$ cat src/rtl/pc_fetch_unit_pkg.sv
// Shared definitions for the fetch stage: reset vector, memory geometry,
// NOP encoding and redirect state encodings.
package pc_fetch_unit_pkg;

  localparam logic [31:0] DEF_RESET_PC = 32'h0000_3000;
  localparam int          DEF_IM_WORDS = 4096;
  localparam int          DEF_IDX_W    = 12;
  localparam logic [31:0] NOP_INSTR    = 32'h0000_0000;

  typedef enum logic {
    RUN  = 1'b0,
    HOLD = 1'b1
  } fetch_state_e;

  // Redirect targets are always word aligned before use.
  function automatic logic [31:0] word_align(input logic [31:0] addr);
    return addr & ~32'h0000_0003;
  endfunction

endpackage

$ cat src/rtl/pc_fetch_unit_if_id.sv
// IF/ID pipeline register: squash beats stall, otherwise loads the current fetch.
module if_id_reg
  import pc_fetch_unit_pkg::*;
(
  input  logic        clk,
  input  logic        reset_n,
  input  logic        squash,
  input  logic        stall,
  input  logic [31:0] f_instr,
  input  logic [31:0] f_pc,
  output logic [31:0] d_instr,
  output logic [31:0] d_pc,
  output logic [31:0] d_pc4,
  output logic        d_valid
);

  always_ff @(posedge clk) begin
    if (!reset_n) begin
      d_instr <= NOP_INSTR;
      d_pc    <= 32'h0;
      d_pc4   <= 32'h0;
      d_valid <= 1'b0;
    end else if (squash) begin
      // Squash kills the instruction but keeps its PC for debug visibility.
      d_instr <= NOP_INSTR;
      d_valid <= 1'b0;
    end else if (!stall) begin
      d_instr <= f_instr;
      d_pc    <= f_pc;
      d_pc4   <= f_pc + 32'd4;
      d_valid <= 1'b1;
    end
  end

endmodule

$ cat src/rtl/pc_fetch_unit.sv
// Fetch stage: owns the PC, a one-deep redirect capture for stalled cycles,
// the fault pulse and the fetched-instruction counter.
module pc_fetch_unit
  import pc_fetch_unit_pkg::*;
#(
  parameter logic [31:0] RESET_PC = DEF_RESET_PC,
  parameter int          IM_WORDS = DEF_IM_WORDS,
  parameter int          IDX_W    = DEF_IDX_W
) (
  input  logic             clk,
  input  logic             reset_n,
  input  logic             stall,
  input  logic             squash,
  input  logic             redir_valid,
  input  logic [31:0]      redir_target,
  output logic [IDX_W-1:0] imem_idx,
  input  logic [31:0]      imem_rdata,
  output logic [31:0]      pc,
  output logic [31:0]      d_instr,
  output logic [31:0]      d_pc,
  output logic [31:0]      d_pc4,
  output logic             d_valid,
  output logic             redir_pending,
  output logic             fetch_fault,
  output logic [31:0]      fetch_count
);

  localparam logic [31:0] IM_BYTES = 32'(4 * IM_WORDS);

  fetch_state_e state;
  logic [31:0]  pend_target;
  logic [31:0]  pc_off;
  logic         in_range;
  logic         load;
  logic [31:0]  target;
  logic [31:0]  pc_nxt;
  logic [31:0]  f_instr;

  // Offset below RESET_PC wraps to a huge value, so one compare covers both bounds.
  assign pc_off   = pc - RESET_PC;
  assign in_range = (pc_off < IM_BYTES) && (pc[1:0] == 2'b00);
  assign imem_idx = pc_off[IDX_W+1:2];
  assign load     = !squash && !stall;
  assign target   = word_align(redir_target);
  assign f_instr  = in_range ? imem_rdata : NOP_INSTR;

  always_comb begin
    pc_nxt = pc + 32'd4;
    if (redir_valid)
      pc_nxt = target;
    else if (state == HOLD)
      pc_nxt = pend_target;
  end

  always_ff @(posedge clk) begin
    if (!reset_n) begin
      pc            <= RESET_PC;
      state         <= RUN;
      pend_target   <= 32'h0;
      redir_pending <= 1'b0;
      fetch_fault   <= 1'b0;
      fetch_count   <= 32'h0;
    end else begin
      fetch_fault <= load && !in_range;
      if (load)
        fetch_count <= fetch_count + 32'd1;
      if (stall) begin
        if (redir_valid) begin
          pend_target   <= target;
          state         <= HOLD;
          redir_pending <= 1'b1;
        end
      end else begin
        pc            <= pc_nxt;
        state         <= RUN;
        redir_pending <= 1'b0;
      end
    end
  end

  if_id_reg u_if_id (
    .clk     (clk),
    .reset_n (reset_n),
    .squash  (squash),
    .stall   (stall),
    .f_instr (f_instr),
    .f_pc    (pc),
    .d_instr (d_instr),
    .d_pc    (d_pc),
    .d_pc4   (d_pc4),
    .d_valid (d_valid)
  );

endmodule

$ cat config.mk
export PLATFORM = sky130hd
export DESIGN_NAME = pc_fetch_unit
export DESIGN_NICKNAME = d
export VERILOG_FILES = /design/src/rtl/pc_fetch_unit_pkg.sv /design/src/rtl/pc_fetch_unit_if_id.sv /design/src/rtl/pc_fetch_unit.sv
export SDC_FILE = /design/constraint.sdc
export NUM_CORES = 1
export LEC_CHECK = 0
export BUFFER_PORTS_ARGS = -buffer_cell sky130_fd_sc_hd__buf_2
export CAP_MARGIN = 20
export CORE_ASPECT_RATIO = 0.7
export CORE_MARGIN = 2
export CORE_UTILIZATION = 35
export DETAILED_ROUTE_END_ITERATION = 6
export GPL_TIMING_DRIVEN = 0
export PLACE_DENSITY_LB_ADDON = 0.15
export SKIP_LAST_GASP = 1
export SYNTH_ARGS = -nofsm -noshare
export SYNTH_HDL_FRONTEND = slang
export SYNTH_SLANG_ARGS = --single-unit
$ cat constraint.sdc
create_clock -name clk -period 2.1 [get_ports clk]
set_input_delay 0.42 -clock clk [delete_from_list [all_inputs] [get_ports clk]]
set_output_delay 0.42 -clock clk [all_outputs]
set_load 0.02 [all_outputs]
==> reports/metrics.cfg <==
[clock_tree]
cts_root_buf = clkbuf_16
cts_hold_buf = 0
clk_latency_ns = 0.45
cts_tree = done
clk_pin_slew_ns = 0.08
clk_path_buf_depth = 2
cts_sinks = 187
cts_made_buffers = 17
cts_max_level = 4

[setup_path]
worstPathMaxFanout = 8
crit_type = flop to flop
reg2reg_depth = 6
crit_chain = ha_4 > and4_1 > nand4_1 > o31ai_1 > a21oi_1 > a311oi_1
slowest_stage = dfxtp_2
worstPathRequired_ns = 2.42
critPathCaptureType = flop
worstSetupStartpointType = flop
cp_top_family = compound AO/OA/AOI/OAI gates
cp_slowest_stage_delay_ns = 0.54
timing.rr.end = pc[26]
r2r_slack_ns = -0.007
crit_arrival_ns = 2.43
rr_startpoint = pc[13]
cp_num_buf_inv = 0

[sta]
rsz0062_at_grt = yes
max_freq_ghz = 0.475
max-slew-margin-rel = 0.389
hold_violations = 0
skew_ns = 0.0132
fin_setup_tns_ns = -0.00730
slew_violations = 0
fin_ws_ns = -0.00730
period_share = 1.00
setup_viol = 1
min_period_ns = 2.11
worst_pin_slew_ns = 0.914

[cells_and_area]
insertedDiodeCount = 0
synthToLayoutAreaGrowth_pct = 29.2
final_area_mm2 = 0.0105
final_net_count = 1314
drive_gt1_frac = 0.280

[place]
post_dp_cell_area_mm2 = 0.00973
hpwl_um = 22100
io_buffer_count = 234
place_congestion = 0.858

[power]
internal-power_mw = 5.75
ir_drop_mv = 0.564
clkPwrFrac = 0.396
pwr-share-seq = 0.476
switching_share = 0.284
power_density_mw_per_mm2 = 762
p_leak_nw = 4.47
p_switching_mw = 2.28
power_frac_comb = 0.127

[synth]
syn_area_per_cell_um2 = 8.31
yosysTopAreaCell = dfxtp_1
netlist.area_leader.share = 0.459
synth_enable_flop_cells = 0
synth_common_cells = 187 x dfxtp_1, 179 x nand2_1, 114 x a21oi_1
seq_area_frac_synth = 0.459
synth_area_leaders = dfxtp_1 46%, nand2_1 8.2%, a21oi_1 7.0%
ys_ff_latch = 187
ys_types = 57
synth_area_mm2 = 0.00815
yosysMostFrequentCell = dfxtp_1
yosysWarnings = 0
ys_async_sr_fraction = 0
syn_inst = 981
synth_ff_type = dfxtp_1

[route]
antenna_left = 0
drt-wirelength-per-cell_um = 19.1
vias = 8322
drt_iter0_markers = 659
wl_um = 29800
drtPass1Iterations = 5
viasPerCell = 5.31
post-route-drc-count = 0

[grt]
overflow = 0
track_usage = 0.236
antenna_found_initial = 0
grt_pass1_vias = 7484
grt_max_degree = 17
grt_pass1_wl_um = 45000

[floorplanning]
ioPinCount = 244
fp.dieH_um = 132
core_area_mm2 = 0.0227
die_x_um = 186
rows = 46
initial_core_util = 0.359
dieArea_mm2 = 0.0245

[min_path]
whs_path_depth = 2
hold_path.class = input pin to flop
worstHoldStart = imem_rdata[6]
hold_end = u_if_id.d_instr[6]

[job]
maxCapViolCount = 0

[outcome]
status = finished with violations
violations = setup timing

## power groups by stage
stage	registers, mW	logic (mW)	clock network (mW)
4_1_cts	3.81	1.01	3.23
2_1_floorplan	3.95	0.500	0
6_report	3.82	1.02	3.18
3_3_place_gp	3.87	1.01	0
3_5_place_dp	3.87	1.01	0
5_1_grt	3.84	1.10	3.36
## per-layer routing
layer / global-route usage / share of wire / vias up
li1: - / - / 3957
met5: 0 / 0 / -
met3: 0.0540 / 0.085 / 36
met1: 0.360 / 0.49 / 3958
met2: 0.323 / 0.41 / 371
met4: 0.0720 / 0.015 / 0
## worst max-delay path by stage
stage	from	end	slack, ns	cells after the start
finish	pc[13]	pc[26]	-0.007	6
global route	pc[4]	pc[26]	-0.06	7
CTS	pc[5]	pc[22]	0.003	7
detailed placement	stall	u_if_id.d_pc4[17]	-0.46	5
global placement	reset_n	u_if_id.d_instr[24]	-0.43	5
floorplan	fetch_count[2]	fetch_count[31]	0.05	5
## cell type report
type,count,area [um2]
well taps,312,390
plain buffers,87,430
inverters,12,48.8
repair buffers,245,1270
multi-input cells,692,4070
clock buffers,21,470
fillers,2311,12200
clock inverters,10,92.6
flip-flops and latches,187,3760
## placed cells by master, fill, tap and decap left out, types with 8 or more instances in the layout
| master | instances |
|---|---|
| dfxtp_1 | 175 |
| nand4_1 | 23 |
| xor2_1 | 22 |
| o21ai_0 | 38 |
| xnor2_1 | 29 |
| o31ai_1 | 8 |
| and3_1 | 8 |
| dfxtp_2 | 10 |
| buf_2 | 236 |
| buf_4 | 31 |
| nor2_1 | 59 |
| nand2_1 | 179 |
| clkbuf_16 | 17 |
| a211oi_1 | 15 |
| nor3_1 | 13 |
| and4_1 | 9 |
| a22o_1 | 32 |
| inv_1 | 11 |
| nand3_1 | 22 |
| a21oi_1 | 114 |
| o22ai_1 | 14 |
| clkbuf_1 | 52 |
## through the flow
step / setup WS, ns / util / instances / hold WS (ns) / total power, mW
6_report: -0.00730 / 0.463 / 1566 / 0.182 / 8.03
2_1_floorplan: 0.0522 / - / 986 / 0.433 / 4.45
5_1_grt: -0.0579 / 0.463 / 1566 / 0.173 / 8.30
4_1_cts: 0.00288 / 0.458 / 1562 / 0.174 / 8.05
3_5_place_dp: -0.458 / 0.428 / 1532 / 0.446 / 4.88
3_3_place_gp: -0.425 / 0.428 / 1532 / 0.440 / 4.88
## flip-flops by register name, summed over array words and instances, names as in the netlist
name,flops
pend_target,30
u_if_id.d_instr,32
state,1
u_if_id.d_pc4,30
pc,30
fetch_count,32
fetch_fault,1
u_if_id.d_valid,1
u_if_id.d_pc,30
## kinds of logic after synthesis
group	Yosys count	synth area share
compound gates	264	0.205
xor+xnor	52	0.0559
fa+ha+maj	3	0.00461
buf+inv	107	0.0591
flops	187	0.459
mux	4	0.00491
other cells	1	0.000460
simple gates	363	0.211
## repair_timing
action                                  CTS  global route
endpoints found under the setup margin   71            92
pin swaps                                 3             9
cloned                                    0             0
buffers inserted                          4             7
resized for setup                        23            38
(Power assumes the default switching activity.)
